--- src/rtl/fp_pkg.sv ---
// Shared types and constants for the FP adder normalization stage.
package fp_pkg;

    localparam int unsigned FP_MANT_W = 24;
    localparam int unsigned FP_EXP_W  = 8;
    localparam int unsigned EXP_BIAS  = 127;
    localparam logic [FP_EXP_W-1:0] EXP_MAX = '1;

    typedef enum logic [1:0] {
        IDLE  = 2'd0,
        NORM  = 2'd1,
        ROUND = 2'd2,
        DONE  = 2'd3
    } norm_state_e;

    typedef struct packed {
        logic                  sign;
        logic [FP_EXP_W-1:0]   exp;
        logic [FP_MANT_W-2:0]  frac;
    } fp32_t;

endpackage

--- src/rtl/fp_normalizer.sv ---
// Post-ALU normalizer: iterative left shifter, packs {sign, exp, frac}.
// Optional ties-to-even rounding stage when FPN_ROUND_EN is defined.
module fp_normalizer
    import fp_pkg::*;
#(
    parameter int unsigned MANT_W = FP_MANT_W,
    parameter int unsigned EXP_W  = FP_EXP_W
) (
    input  logic                      clk,
    input  logic                      reset,
    input  logic                      in_valid,
    output logic                      in_ready,
    input  logic                      carry_out_i,
    input  logic [MANT_W-1:0]         aligned_result_i,
    input  logic [EXP_W-1:0]          aligned_exp_i,
    input  logic                      result_sign_i,
    output logic                      out_valid,
    input  logic                      out_ready,
    output logic [EXP_W+MANT_W-1:0]   result_o,
    output logic                      overflow_o,
    output logic                      zero_o
);

    localparam int unsigned RES_W = 1 + EXP_W + MANT_W - 1;
    localparam int unsigned XW    = EXP_W + 1;
    localparam logic [XW-1:0] EXP_ONES = {1'b0, {EXP_W{1'b1}}};
    localparam logic [RES_W-1:0] INF_MAG = {1'b0, {EXP_W{1'b1}}, {(MANT_W-1){1'b0}}};

`ifdef FPN_ROUND_EN
    localparam int unsigned RW = MANT_W + 1;
    localparam norm_state_e AFTER_NORM = ROUND;
`else
    localparam norm_state_e AFTER_NORM = DONE;
`endif

    norm_state_e              state_q, state_d;
    logic [MANT_W-1:0]        mant_q, mant_d;
    logic [XW-1:0]            exp_q, exp_d;
    logic                     sign_q, sign_d;
    logic [RES_W-1:0]         result_d;
    logic                     overflow_d, zero_d;
    logic [XW-1:0]            exp_in;

`ifdef FPN_ROUND_EN
    logic                     guard_q, guard_d;
    logic                     skip_q, skip_d;
    logic [RW-1:0]            rsum;
`endif

    // Exponent 0 (denormal operand) behaves as exponent 1.
    assign exp_in = (aligned_exp_i == '0) ? XW'(1) : {1'b0, aligned_exp_i};

    function automatic logic [RES_W-1:0] pack_word(input logic s,
                                                   input logic [XW-1:0] e,
                                                   input logic [MANT_W-1:0] m);
        logic [EXP_W-1:0] ef;
        ef = m[MANT_W-1] ? e[EXP_W-1:0] : '0;
        return {s, ef, m[MANT_W-2:0]};
    endfunction

    always_comb begin
        state_d    = state_q;
        mant_d     = mant_q;
        exp_d      = exp_q;
        sign_d     = sign_q;
        result_d   = result_o;
        overflow_d = overflow_o;
        zero_d     = zero_o;
`ifdef FPN_ROUND_EN
        guard_d    = guard_q;
        skip_d     = skip_q;
        rsum       = '0;
`endif
        unique case (state_q)
            IDLE: begin
                if (in_valid) begin
                    state_d    = NORM;
                    sign_d     = result_sign_i;
                    overflow_d = 1'b0;
                    zero_d     = 1'b0;
                    if (carry_out_i) begin
                        mant_d = {1'b1, aligned_result_i[MANT_W-1:1]};
                        exp_d  = exp_in + XW'(1);
                    end else begin
                        mant_d = aligned_result_i;
                        exp_d  = exp_in;
                    end
`ifdef FPN_ROUND_EN
                    guard_d = carry_out_i & aligned_result_i[0];
                    skip_d  = 1'b0;
`endif
                end
            end
            NORM: begin
                state_d = AFTER_NORM;
                if (mant_q == '0) begin
                    result_d = '0;
                    zero_d   = 1'b1;
`ifdef FPN_ROUND_EN
                    skip_d   = 1'b1;
`endif
                end else if (exp_q >= EXP_ONES) begin
                    result_d   = INF_MAG | {sign_q, {(RES_W-1){1'b0}}};
                    overflow_d = 1'b1;
`ifdef FPN_ROUND_EN
                    skip_d     = 1'b1;
`endif
                end else if (!mant_q[MANT_W-1] && exp_q > XW'(1)) begin
                    state_d = NORM;
                    mant_d  = {mant_q[MANT_W-2:0], 1'b0};
                    exp_d   = exp_q - XW'(1);
                end else begin
                    // Normal, or denormal floor reached (exp 1 with MSB clear).
                    result_d = pack_word(sign_q, exp_q, mant_q);
                end
            end
            ROUND: begin
                state_d = DONE;
`ifdef FPN_ROUND_EN
                if (!skip_q && guard_q && mant_q[0]) begin
                    rsum = {1'b0, mant_q} + RW'(1);
                    if (rsum[MANT_W]) begin
                        mant_d = rsum[MANT_W:1];
                        exp_d  = exp_q + XW'(1);
                    end else begin
                        mant_d = rsum[MANT_W-1:0];
                    end
                    if (exp_d >= EXP_ONES) begin
                        result_d   = INF_MAG | {sign_q, {(RES_W-1){1'b0}}};
                        overflow_d = 1'b1;
                    end else begin
                        result_d = pack_word(sign_q, exp_d, mant_d);
                    end
                end
`endif
            end
            DONE: begin
                if (out_ready) begin
                    state_d = IDLE;
                end
            end
        endcase
    end

    always_ff @(posedge clk) begin
        if (reset) begin
            state_q    <= IDLE;
            mant_q     <= '0;
            exp_q      <= '0;
            sign_q     <= 1'b0;
            result_o   <= '0;
            overflow_o <= 1'b0;
            zero_o     <= 1'b0;
            in_ready   <= 1'b1;
            out_valid  <= 1'b0;
`ifdef FPN_ROUND_EN
            guard_q    <= 1'b0;
            skip_q     <= 1'b0;
`endif
        end else begin
            state_q    <= state_d;
            mant_q     <= mant_d;
            exp_q      <= exp_d;
            sign_q     <= sign_d;
            result_o   <= result_d;
            overflow_o <= overflow_d;
            zero_o     <= zero_d;
            in_ready   <= (state_d == IDLE);
            out_valid  <= (state_d == DONE);
`ifdef FPN_ROUND_EN
            guard_q    <= guard_d;
            skip_q     <= skip_d;
`endif
        end
    end

endmodule

--- config.mk ---
export PLATFORM = sky130hd
export DESIGN_NAME = fp_normalizer
export DESIGN_NICKNAME = d
export VERILOG_FILES = /design/src/rtl/fp_pkg.sv /design/src/rtl/fp_normalizer.sv
export SDC_FILE = /design/constraint.sdc
export NUM_CORES = 1
export LEC_CHECK = 0
export BUFFER_PORTS_ARGS = -buffer_cell sky130_fd_sc_hd__buf_2
export CORE_MARGIN = 2
export CORE_UTILIZATION = 60
export CTS_BUF_LIST = sky130_fd_sc_hd__clkbuf_8
export DETAILED_ROUTE_END_ITERATION = 10
export GPL_TIMING_DRIVEN = 0
export MAX_ROUTING_LAYER = met4
export PLACE_DENSITY = 0.87
export SETUP_SLACK_MARGIN = 0.4
export SYNTH_ARGS = -nofsm -noshare
export SYNTH_HDL_FRONTEND = slang
export SYNTH_SLANG_ARGS = --single-unit
--- constraint.sdc ---
create_clock -name clk -period 6 [get_ports clk]
set_input_delay 1.2 -clock clk [delete_from_list [all_inputs] [get_ports clk]]
set_output_delay 1.2 -clock clk [all_outputs]
set_load 0.02 [all_outputs]
==> impl_metrics.ini <==
[floorplan]
fp.dieH_um = 81.82
dieArea_sq_um = 6695
die-width_um = 81.82
initial_core_util_pct = 61.73
core_sq_um = 5886
rows = 28
io-pin-count = 74

[yosys]
synthSimpleGateAreaFrac_pct = 16.18
synth-edff-count = 0
muxShareOfSynthArea_pct = 12.98
synth_top_family_by_area = compound AO/OA/AOI/OAI gates
ys.flop_type = dfxtp_1
synthDistinctLibCells = 52
syn_avg_cell_area_sq_um = 8.927
synthAdderAreaFrac_pct = 1.033
synth-xor-area-share_pct = 1.446
ys_warn_count = 0
ys_ff_latch = 72
ys_async_sr_fraction_pct = 0
syn_area_sq_um = 3633
synthesis.nets = 448
synth_compound_gate_area_share_pct = 23.62
synthCells = 407
ys_seq_area_share_pct = 39.67

[routing]
wire_per_inst_um = 17.09
first_pass_iters = 9
ant_nets = 0
drc = 0
wl_um = 9739
vias = 3566
via_per_inst = 6.256
drt_iter0_drc = 313

[clock_tree]
cts_buffer_depth = 2
ctsResizeCount = 0
postCtsHoldBufs = 0
root_buffer = clkbuf_8
clk_pin_slew_worst_paths_ns = 0.08
cts_buffers = 9
clkSinkCount = 72
cts_tree = built
cts_htree_levels = 3
clk_latency_ns = 0.35
post-cts-setup-buffer-count = 0

[sta]
max_clock_freq_ghz = 0.4078
setup_viol_count_final = 0
maxSlewViolCount = 0
grt_setup_unrepaired = false
finalHoldViolations = 0
clock_skew_ns = 0.01378
fin_crit_ns = 2.452
tightest_slew_ns = 0.7147
relSlewSlack_pct = 52.09
period_share_pct = 40.87
setup_tns_ns = 0

[critical_path]
reg2reg_slack_ns = 3.55
start_kind = register
critPathCaptureType = register
reg2reg_depth = 9
required_ns = 6.22
timing.rr.end = mant_q[11]$_SDFFE_PP0P_
arrival_ns = 2.67
critPathMaxFanout = 10
crit_type = reg -> reg
r2r-start = exp_q[1]$_SDFFE_PP0P_

[grt]
grt_max_degree = 12
track_usage_pct = 31.06
grt_overflow_total = 0
grt_pass1_vias = 3201
grt_pass1_wl_um = 15370
antenna_found_initial = 0

[finish]
layout.nets = 531
n_fill_cell = 454
drive_above_1_share_pct = 22.22
finish.instance_area_sq_um = 4268
syn_to_final_growth_pct = 17.46
n_antenna_cell = 0

[pwr]
p_per_area_nw_per_um2 = 534.4
ir_worst_vdd_mv = 0.2646
p_total_mw = 2.281
leakagePower_nw = 1.927

[min_path]
holdCritStartpoint = overflow_o$_SDFFE_PP0P_
min_to = overflow_o$_SDFFE_PP0P_
hold_path_depth = 1
hp-class = reg -> reg

[place]
hpwl_um = 6957
placed_area_sq_um = 4088
portBuffers = 72
gp_congestion = 0.8994

[flow_run]
cap_viol_max_count = 0

[status]
status = completed
synthesized netlist by cell type (all sizes together), types with 4 or more instances:
library cell,count,area share (%)
dfxtp,72,40
nand2,71,7.3
mux2i,46,13
o211ai,24,5.0
a22o,21,5.1
nor2,18,1.9
buf,15,2.7
a21oi,14,2.1
clkbuf,14,1.4
a211oi,13,3.0
o21ai,12,1.7
nor3,10,1.7
inv,9,0.93
nor4,9,1.7
o31ai,7,1.6
nor2b,4,0.69
o311ai,4,0.96
state kept, by name, indices dropped and copies added, names as in the netlist:
name and cells:
zero_o 1, overflow_o 1, in_ready 1, out_valid 1, exp_q 9, mant_q 24, sign_q 1, state_q 2
result_o 32
kinds of logic after synthesis:
kind of cell | Yosys count
compound gates | 113
flops | 72
fa+ha+maj | 3
xor+xnor | 6
mux | 47
simple gates | 128
buf+inv | 38
final cells by class:
class	count	area, sq um	area share [%]
Multi-Input combinational cell	297	2008	47.05
Sequential cell	72	1441	33.77
Timing Repair Buffer	72	360.3	8.443
Buffer	29	150.1	3.518
Clock buffer	9	123.9	2.902
Tap cell	75	93.84	2.199
Clock inverter	7	56.30	1.319
Inverter	9	33.78	0.7916
worst max path at each step:
stage | startpoint | to | slack, ns | depth (start not counted)
6_report | exp_q[1]$_SDFFE_PP0P_ | mant_q[11]$_SDFFE_PP0P_ | 3.55 | 9
3_3_place_gp | carry_out_i | exp_q[4]$_SDFFE_PP0P_ | 3.33 | 6
5_1_grt | exp_q[1]$_SDFFE_PP0P_ | mant_q[11]$_SDFFE_PP0P_ | 3.42 | 9
2_1_floorplan | carry_out_i | exp_q[4]$_SDFFE_PP0P_ | 3.50 | 6
3_5_place_dp | carry_out_i | exp_q[4]$_SDFFE_PP0P_ | 3.33 | 6
4_1_cts | exp_q[1]$_SDFFE_PP0P_ | mant_q[11]$_SDFFE_PP0P_ | 3.57 | 9
per-stage QoR:
stage                     hold slack, ns  utilization, %  worst slack (ns)  instances
after global routing              0.4950           72.51             3.424        570
final                             0.4679           72.51             3.548        570
after global placement            0.4484           69.45             3.332        554
after CTS                         0.4739           72.51             3.569        570
after detailed placement          0.4568           69.45             3.329        554
after floorplan                   0.4366               -             3.496        407
critical path: stages, from the launching register on:
cell and delay (ns):
dfxtp_1 0.51, inv_1 0.14, ha_1 0.20, o21bai_2 0.20, a41o_1 0.30, a211oi_4 0.39
a21oi_2 0.11, buf_6 0.19, buf_6 0.16, mux2i_1 0.13
metal layers:
layer  vias to the layer above  routed length [um]  track usage (%)
met5                         -                   0                -
met1                      1685                4049            39.46
met4                         0                 243            12.67
li1                       1670                   -                -
met3                        26                 756            4.725
met2                       185                4690            49.59
placed cells by master (no fill, tap or decap), types with 4 or more instances in the layout:
master     n
nor3_1     8
a21oi_1   12
clkbuf_8   9
nor4_1     8
dfxtp_1   72
o211ai_1  24
o311ai_1   4
nand2_1   71
a211oi_1  12
a22o_1    21
inv_1     12
buf_2     81
nor2_1    17
clkbuf_1  14
o21ai_0   11
nor2b_1    4
o31ai_1    6
mux2i_1   46
power breakdown:
part | switching (mW) | internal [mW]
sequential | 0.166 | 0.641
combinational | 0.689 | 0.417
clock | 0.181 | 0.186
total | 1.04 | 1.24
Power figures use the tool's default switching activity.
